==> src/rtl/cpu_pkg.sv <==
// Shared definitions for the instruction-memory boot path: state encoding,
// NOP instruction and memory depth.
package cpu_pkg;

  typedef enum logic [1:0] {
    HOLD = 2'd0,
    LOAD = 2'd1,
    RUN  = 2'd2,
    ERR  = 2'd3
  } state_t;

  localparam logic [31:0] NOP_INST   = 32'h0;
  localparam int          IMEM_DEPTH = 128;

endpackage

==> src/rtl/imem_word_assembler.sv <==
// Packs an MSB-first byte stream into 32-bit words; word_valid pulses for one
// cycle after the handshake of every 4th byte.
module imem_word_assembler (
  input  logic        clk,
  input  logic        rstn,
  input  logic        clr,
  input  logic        byte_valid,
  input  logic [7:0]  byte_data,
  output logic        word_valid,
  output logic [31:0] word
);

  logic [1:0]  byte_cnt;
  logic [23:0] asm_q;

  always_ff @(posedge clk) begin
    if (!rstn) begin
      byte_cnt   <= 2'd0;
      asm_q      <= 24'h0;
      word_valid <= 1'b0;
      word       <= 32'h0;
    end else if (clr) begin
      // word is left as-is so the last written value stays visible
      byte_cnt   <= 2'd0;
      asm_q      <= 24'h0;
      word_valid <= 1'b0;
    end else begin
      word_valid <= 1'b0;
      if (byte_valid) begin
        if (byte_cnt == 2'd3) begin
          word       <= {asm_q, byte_data};
          word_valid <= 1'b1;
          byte_cnt   <= 2'd0;
          asm_q      <= 24'h0;
        end else begin
          asm_q    <= {asm_q[15:0], byte_data};
          byte_cnt <= byte_cnt + 2'd1;
        end
      end
    end
  end

endmodule

==> src/rtl/imem_boot_loader.sv <==
// Sequences the instruction memory between byte-stream loading and CPU
// execution; holds the CPU in reset and gates fetches to NOP when not running.
module imem_boot_loader
  import cpu_pkg::*;
#(
  parameter int DEPTH     = IMEM_DEPTH,
  parameter int ADDR_W    = 7,
  parameter int BOOT_HOLD = 0
) (
  input  logic              clk,
  input  logic              rstn,
  input  logic              load_start,
  input  logic [ADDR_W:0]   load_len,
  // Byte stream: a byte transfers on any cycle where rx_valid && rx_ready.
  input  logic              rx_valid,
  input  logic [7:0]        rx_data,
  output logic              rx_ready,
  output logic              mem_we,
  output logic [ADDR_W-1:0] mem_waddr,
  output logic [31:0]       mem_wdata,
  input  logic [31:0]       fetch_addr,
  input  logic [31:0]       mem_inst,
  output logic [31:0]       fetch_inst,
  output logic              cpu_rstn,
  output logic              busy,
  output logic              done,
  output logic              err,
  output logic [31:0]       checksum,
  output logic [1:0]        dbg_state
);

  localparam state_t RESET_STATE = (BOOT_HOLD != 0) ? HOLD : RUN;

  state_t            state_q, state_d;
  logic [ADDR_W:0]   len_q;
  logic [ADDR_W-1:0] word_idx;
  logic              accept, byte_fire, word_valid, last_word;
  logic [31:0]       word;

  assign accept    = load_start && (state_q != LOAD);
  assign byte_fire = rx_valid && rx_ready;
  assign last_word = word_valid && ({1'b0, word_idx} == (len_q - 1'b1));

  imem_word_assembler u_asm (
    .clk        (clk),
    .rstn       (rstn),
    .clr        (accept),
    .byte_valid (byte_fire),
    .byte_data  (rx_data),
    .word_valid (word_valid),
    .word       (word)
  );

  always_ff @(posedge clk) begin
    if (!rstn) state_q <= RESET_STATE;
    else       state_q <= state_d;
  end

  always_comb begin
    state_d   = state_q;
    rx_ready  = (state_q == LOAD);
    busy      = (state_q == LOAD);
    err       = (state_q == ERR);
    dbg_state = state_q;
    if (accept) begin
      if (load_len == '0)                          state_d = RUN;
      else if (load_len > (ADDR_W + 1)'(DEPTH))   state_d = ERR;
      else                                         state_d = LOAD;
    end else if ((state_q == LOAD) && last_word) begin
      state_d = RUN;
    end
  end

  always_ff @(posedge clk) begin
    if (!rstn) begin
      cpu_rstn <= (RESET_STATE == RUN);
      done     <= 1'b0;
      len_q    <= '0;
      word_idx <= '0;
      checksum <= 32'h0;
    end else begin
      cpu_rstn <= (state_d == RUN);
      done     <= (accept && (load_len == '0)) || ((state_q == LOAD) && last_word);
      if (accept) begin
        len_q    <= load_len;
        word_idx <= '0;
        checksum <= 32'h0;
      end else if (word_valid) begin
        checksum <= checksum ^ word;
        // Stop at the final word so word_idx never runs past DEPTH-1
        if (!last_word) word_idx <= word_idx + 1'b1;
      end
    end
  end

  assign mem_we    = word_valid;
  assign mem_waddr = word_idx;
  assign mem_wdata = word;

  // Byte address below DEPTH*4 is the same test as word index below DEPTH
  assign fetch_inst = ((state_q == RUN) && (fetch_addr < 32'(DEPTH * 4)))
                      ? mem_inst : NOP_INST;

endmodule
==> config.mk <==
export PLATFORM = sky130hd
export DESIGN_NAME = imem_boot_loader
export DESIGN_NICKNAME = d
export VERILOG_FILES = /design/src/rtl/cpu_pkg.sv /design/src/rtl/imem_word_assembler.sv /design/src/rtl/imem_boot_loader.sv
export SDC_FILE = /design/constraint.sdc
export NUM_CORES = 1
export LEC_CHECK = 0
export CAP_MARGIN = 20
export CORE_UTILIZATION = 39
export CTS_CLUSTER_DIAMETER = 30
export DETAILED_ROUTE_END_ITERATION = 6
export PLACE_DENSITY = 0.75
export SLEW_MARGIN = 15
export SYNTH_ARGS = -nofsm -noshare
export SYNTH_HDL_FRONTEND = slang
export SYNTH_SLANG_ARGS = --single-unit
==> constraint.sdc <==
create_clock -name clk -period 2.5 [get_ports clk]
set_input_delay 0.5 -clock clk [delete_from_list [all_inputs] [get_ports clk]]
set_output_delay 0.5 -clock clk [all_outputs]
set_load 0.02 [all_outputs]
* After elaboration in Yosys (flattened, before gate mapping)
Index checks and enable logic that the tools add are counted.
** Word-level totals
- RAM bits :: 0
- Word-level logic and storage cells :: 47
- Bits of input ports :: 84
- Memory bits (read-only) :: 0
- Memories kept :: 0
- Output and inout port bits :: 111
- Bits in latches :: 0
- Register bits :: 110
** Operators by class
- Div/mod/pow operators :: 0
- Reductions and logical operators :: 12
- Equality and inequality tests :: 7
- Multipliers :: 0
- Shift-type cells :: 0
- Bitwise gates (word level) :: 5
- Magnitude comparators :: 2
- $add $sub $neg :: 3
- Mux-type cells :: 8
** Operators by type and width (number)
- $lt A32 B10 Y1 const B :: 1
- $mux W32 :: 1
- $xor A32 B32 Y32 :: 1
- $mux W24 :: 1
- $mux W2 :: 5
- $eq A2 B2 Y1 const B :: 4
- $eq A7 B8 Y1 :: 1
- $gt A8 B8 Y1 const B :: 1
- $logic_not A8 Y1 :: 1
- $sub A8 B1 Y8 const B :: 1
- $add A7 B1 Y7 const B :: 1
- $logic_and A1 B1 Y1 :: 6
- $not A1 Y1 :: 4
- $reduce_and A3 Y1 :: 1
- $reduce_or A3 Y1 :: 1
- $add A2 B1 Y2 const B :: 1
- $eq A2 B1 Y1 const B :: 1
- $ne A2 B1 Y1 const B :: 1
- $reduce_and A2 Y1 :: 1
- $reduce_or A2 Y1 :: 1
- $logic_or A1 B1 Y1 :: 1
- $mux W1 :: 1

* Depth between registers and ports, before layout
- Depth after elaboration :: 7
- Gate-level depth with buffers :: 11
- Mapped depth without buffers :: 8

* Cells and area by module
Synthesis repeated with hierarchy kept, for this count alone.
** Second synthesis, totals
- Cells, all modules :: 577
- Area, all modules :: 4982.3 um2
** By module, submodules not included
- imem_boot_loader :: cells an instance 318, instances 1, area each 2597.5 um2
- imem_word_assembler :: cells an instance 259, instances 1, area each 2384.8 um2

* Worst setup path before layout
No wires, ideal clock.
- Path kind :: reg-to-reg
- Start :: register len_q[2]
- End :: register word_idx[1] (netlist: mem_waddr[1])
- Slack :: 48 ps
- Data required time :: 2429 ps
- Library setup time :: 71 ps
- Arrival time :: 2380 ps
- Stages on the path, launching flop included :: 9
- Path buffers :: 2
- Cell sequence :: dfxtp_1 > buf_6 > or4_4 > or4b_1 > a31o_1 > a211oi_4 > buf_6 > o21ai_1 > a21oi_1
** On the way
- Cells in the longest elaborated chain, start to end :: 5
** RTL lines
- from (decl) :: RTL line imem_boot_loader.sv:35 : logic [ADDR_W:0] len_q;
- from (signal assigned) :: RTL line imem_boot_loader.sv:85 : len_q <= load_len;
- $sub A8 B1 Y8 :: RTL line imem_boot_loader.sv:42 : assign last_word = word_valid && ({1'b0, word_idx} == (len_q - 1'b1));
- $eq A7 B8 Y1 :: RTL line imem_boot_loader.sv:42
- $logic_and A1 B1 Y1 :: RTL line imem_boot_loader.sv:42
- $not A1 Y1 (no line)
- $reduce_and A2 Y1 (no line)
- to (signal assigned) :: RTL line imem_boot_loader.sv:91 : if (!last_word) word_idx <= word_idx + 1'b1;
- to (decl) :: RTL line imem_boot_loader.sv:36 : logic [ADDR_W-1:0] word_idx;
No other way between the ends.
A chain may end at the register's enable or synchronous reset.

* Worst setup path after layout
- Start :: input fetch_addr[21]
- End :: output fetch_inst[19]
** On the way
- Cells in the longest elaborated chain, start to end :: 3
** RTL lines
- from (decl) :: RTL line imem_boot_loader.sv:21 : input logic [31:0] fetch_addr,
- $lt A32 B10 Y1 :: RTL line imem_boot_loader.sv:101 : assign fetch_inst = ((state_q == RUN) && (fetch_addr < 32'(DEPTH * 4)))
- $logic_and A1 B1 Y1 :: RTL line imem_boot_loader.sv:101
- $mux W32 :: RTL line imem_boot_loader.sv:102 : ? mem_inst : NOP_INST;
- to (decl) :: RTL line imem_boot_loader.sv:23 : output logic [31:0] fetch_inst,
No other way between the ends.

==> results by group <==
Status
  – Status: finished clean

Clock network
  – Root buffer cell: clkbuf_16
  – Post-CTS Setup Bufs: 0
  – Post-CTS Hold Buffers: 0
  – Clock slew at reported path FFs: about 0.07 ns
  – CTS tree: yes
  – CTS H-Tree Depth: 3
  – Max Buffers Root-to-Sink: 2
  – Clk_lat worst skew: 0.34 ns
  – Sink Count: 110
  – CTS Buf Count: 9

Synthesis
  – Top cells by area, synth: dfxtp_1 46%, nand2_1 12%, xor2_1 7.0%
  – Ys async rst share: 0
  – Synth Area in Compound Gates: 0.136
  – Primary FF master, synth: dfxtp_1
  – Net Count, Synth: 669
  – Unique masters post-synth: 38
  – Flops & latches, synth: 110
  – Synth Area in Simple Gates: 0.280
  – Sequential fraction of the synthesis area: 0.463
  – Syn. warnings: 0
  – Mux share of post-synthesis cell area: 0
  – Xor and xnor fraction of the mapped netlist area: 0.0755
  – Post-synth top area share: 0.463
  – Post-synthesis cell area: about 0.0048 mm2
  – Cells after synthesis: slightly below 600
  – Top cell type by total area after synthesis: dfxtp_1
  – Largest family of logic cells by synthesized area: simple AND/OR/NAND/NOR gates
  – Post-Synth Adder-Cell Area: 0.00790
  – Mean Syn Cell Area: 8.17 um2
  – EDFF count, synth: 0

Layout
  – Fillers: 1015
  – Leading cell type in the layout, fill and taps excluded: nand2_1
  – Area grow syn2layout: 53.4%
  – Share of cells above drive strength 1: 0.130
  – Final cell count without fillers: 915
  – Most frequent cells in the layout: 155 x nand2_1, 139 x clkdlybuf4s50_1, 110 x dfxtp_1
  – Register area: 0.00220 mm2
  – Final Instance Area: 0.00729 mm2
  – ANT cells: 0
  – Nets: 854
  – Multi-input gate area: 0.00246 mm2

Timing
  – Final hold vios: 0
  – Total negative slack: 0 ns
  – Fmax: slightly above 0.4 GHz
  – RSZ-0062 raised after global routing: yes
  – Final Cycle Share: 0.992
  – Worst Max-Slew Pin Slew: between 0.7 and 0.8 ns
  – Final-report setup violation count: 0
  – Final Max Tran Viols: 0
  – Worst hold slack: around 0.46 ns
  – Final Critical Period: roughly 2.5 ns
  – Slew margin rel.: 0.524
  – Clock Skew: 0.0121 ns

Placed design
  – Post-DP HPWL: 9700 um
  – Final GP Congestion: 0.787
  – Buffers on Ports: 185
  – # placed instances: 896
  – Post-placement cell area: a little under 0.007 mm2

Critical path
  – CP endpoint: fetch_inst[19]
  – R2r startpoint: len_q[2]
  – CP required: 2.00 ns
  – Crit path buf inv count: 3
  – Crit end category: output pin
  – CP max stage cell: clkdlybuf4s50_1
  – Cells along the critical path: clkdlybuf4s50_1 > nor3_2 > nand3_1 > nor2_4 > buf_6 > and2_1 > buf_6
  – Reg2reg path depth: 7
  – Reg-to-Reg End: dbg_state[0]
  – Delay-heaviest family, CP: simple AND/OR/NAND/NOR gates
  – Critical Path Max Stage Delay: 0.44 ns
  – Crit path top cell by count: buf_6
  – Startpoint types: primary input
  – CP Launch Point: fetch_addr[21]
  – R2R Setup Slk: 0.07 ns
  – Levels on crit path: 7
  – Crit-path max FO: 11
  – Critical Path AT: 1.98 ns
  – Crit path kind: in -> out

Floorplan
  – Die Area: about 0.013 mm2
  – Core area: 0.0117 mm2
  – # rows: 39
  – Die extent in y: 112 um
  – Width of the die: 112 um
  – Initial core utilization: 0.408
  – Ports: roughly 200

Drt
  – DR vias/cell: 4.97
  – Wirelength per Cell: 14.7 um
  – Initial DRC count: 240
  – Vias: 4546
  – Final WL: between 10000 and 15000 um
  – Post-route ant nets: 0
  – Drc violations: 0
  – TritonRoute pass-1 iters: 4

GRT
  – Gr usage total: 0.204
  – Antenna violations before repair: 0
  – Largest net degree at the start of global routing: 39
  – First-pass GRT wire length: approximately 21000 um
  – Vias in the first global route: about 4300
  – Total global routing overflow: 0

Min path
  – Worst Hold Class: reg -> reg

Flow run
  – Max-Cap Viols: 0

Power
  – Tot Pwr: 3.55 mW
  – Worst VDD drop: 527 uV
  – Pleak: about 2.7 nW
  – Pwr dens: 487 mW/mm2
[stage by stage]
| stage | setup WS (ns) | util |
|---|---|---|
| floorplan | 0.0483 | - |
| global placement | -0.455 | 0.584 |
| detailed placement | -0.510 | 0.584 |
| CTS | 0.00357 | 0.598 |
| global route | -0.0765 | 0.625 |
| finish | 0.0193 | 0.625 |
[flip-flops by register name, indices dropped and copies added (netlist names)]
name and flops:
u_asm.word_valid 1, mem_waddr 7, dbg_state 2, len_q 8, done 1, u_asm.word 32
checksum 32, u_asm.asm_q 24, cpu_rstn 1, u_asm.byte_cnt 2
[worst reg2reg max path, stage by stage (launching register included)]
cell and delay [ns]:
dfxtp_1 0.31, or4_4 0.54, or4b_1 0.53, a31o_1 0.25, a211oi_4 0.26, buf_4 0.18, a21oi_1 0.06, a31o_1 0.18
[final cells by class]
cell class,count,share of cell area
clock inverters,6,0.0110
multi-input cells,430,0.337
repair buffers,211,0.291
inverters,5,0.00257
flip-flops and latches,110,0.302
clock buffers,10,0.0314
well taps,143,0.0245
[timing repair]
action,CTS,global route
cloned,0,3
pin swaps,1,12
setup endpoints to repair,32,38
gates resized for setup,131,99
[layer usage]
layer | share of wire | routed length, um | global-route usage | vias up
li1 | - | - | - | 2276
met1 | 0.45 | 6070 | 0.265 | 2149
met2 | 0.50 | 6750 | 0.352 | 112
met3 | 0.037 | 492 | 0.0389 | 9
met4 | 0.0086 | 116 | 0.0409 | 0
met5 | 0 | 0 | 0 | -
[worst min path at each step]
stage / slack (ns) / end / from / cells past startpoint
3_3_place_gp: 0.45 / u_asm.byte_cnt[1] / u_asm.byte_cnt[1] / 2
4_1_cts: 0.46 / u_asm.asm_q[22] / u_asm.asm_q[22] / 2
6_report: 0.46 / u_asm.asm_q[16] / u_asm.asm_q[16] / 2
3_5_place_dp: 0.45 / u_asm.asm_q[22] / u_asm.asm_q[22] / 2
5_1_grt: 0.48 / u_asm.word[30] / u_asm.asm_q[22] / 2
2_1_floorplan: 0.44 / u_asm.asm_q[16] / u_asm.asm_q[16] / 2
[cell usage after synthesis (2+ instances only)]
library cell and number:
a21boi_0 41, a21oi_1 35, a31o_1 2, a31oi_1 2, and2_1 36, and3_1 2, and4_1 2, buf_6 2
clkbuf_1 34, dfxtp_1 110, ha_1 3, inv_1 5, nand2_1 156, nand3_1 5, nand3b_1 16, nand4_1 5
nor2_1 38, nor2b_1 3, nor3_1 5, nor4_1 7, o21ai_0 3, o21ai_1 8, or3_1 8, xnor2_1 3
xor2_1 38
[cells by family (layout without fill, tap and decap cells)]
kind of cell / after synthesis / in the layout
and+or+nand+nor: 287 / 287
adders and majority gates: 3 / 3
AOI/OAI and AO/OA: 99 / 99
xor gates and xnor gates: 41 / 41
buffers and inverters: 42 / 232
DFF: 110 / 110
[report_power, final]
group	internal (mW)	switching [mW]	leakage [nW]	total, mW
logic	0.184	0.144	1.70	0.328
registers	1.76	0.0103	0.888	1.78
clock network	0.796	0.651	0.146	1.45
total	2.74	0.805	2.74	3.55
(Power assumes the default switching activity.)
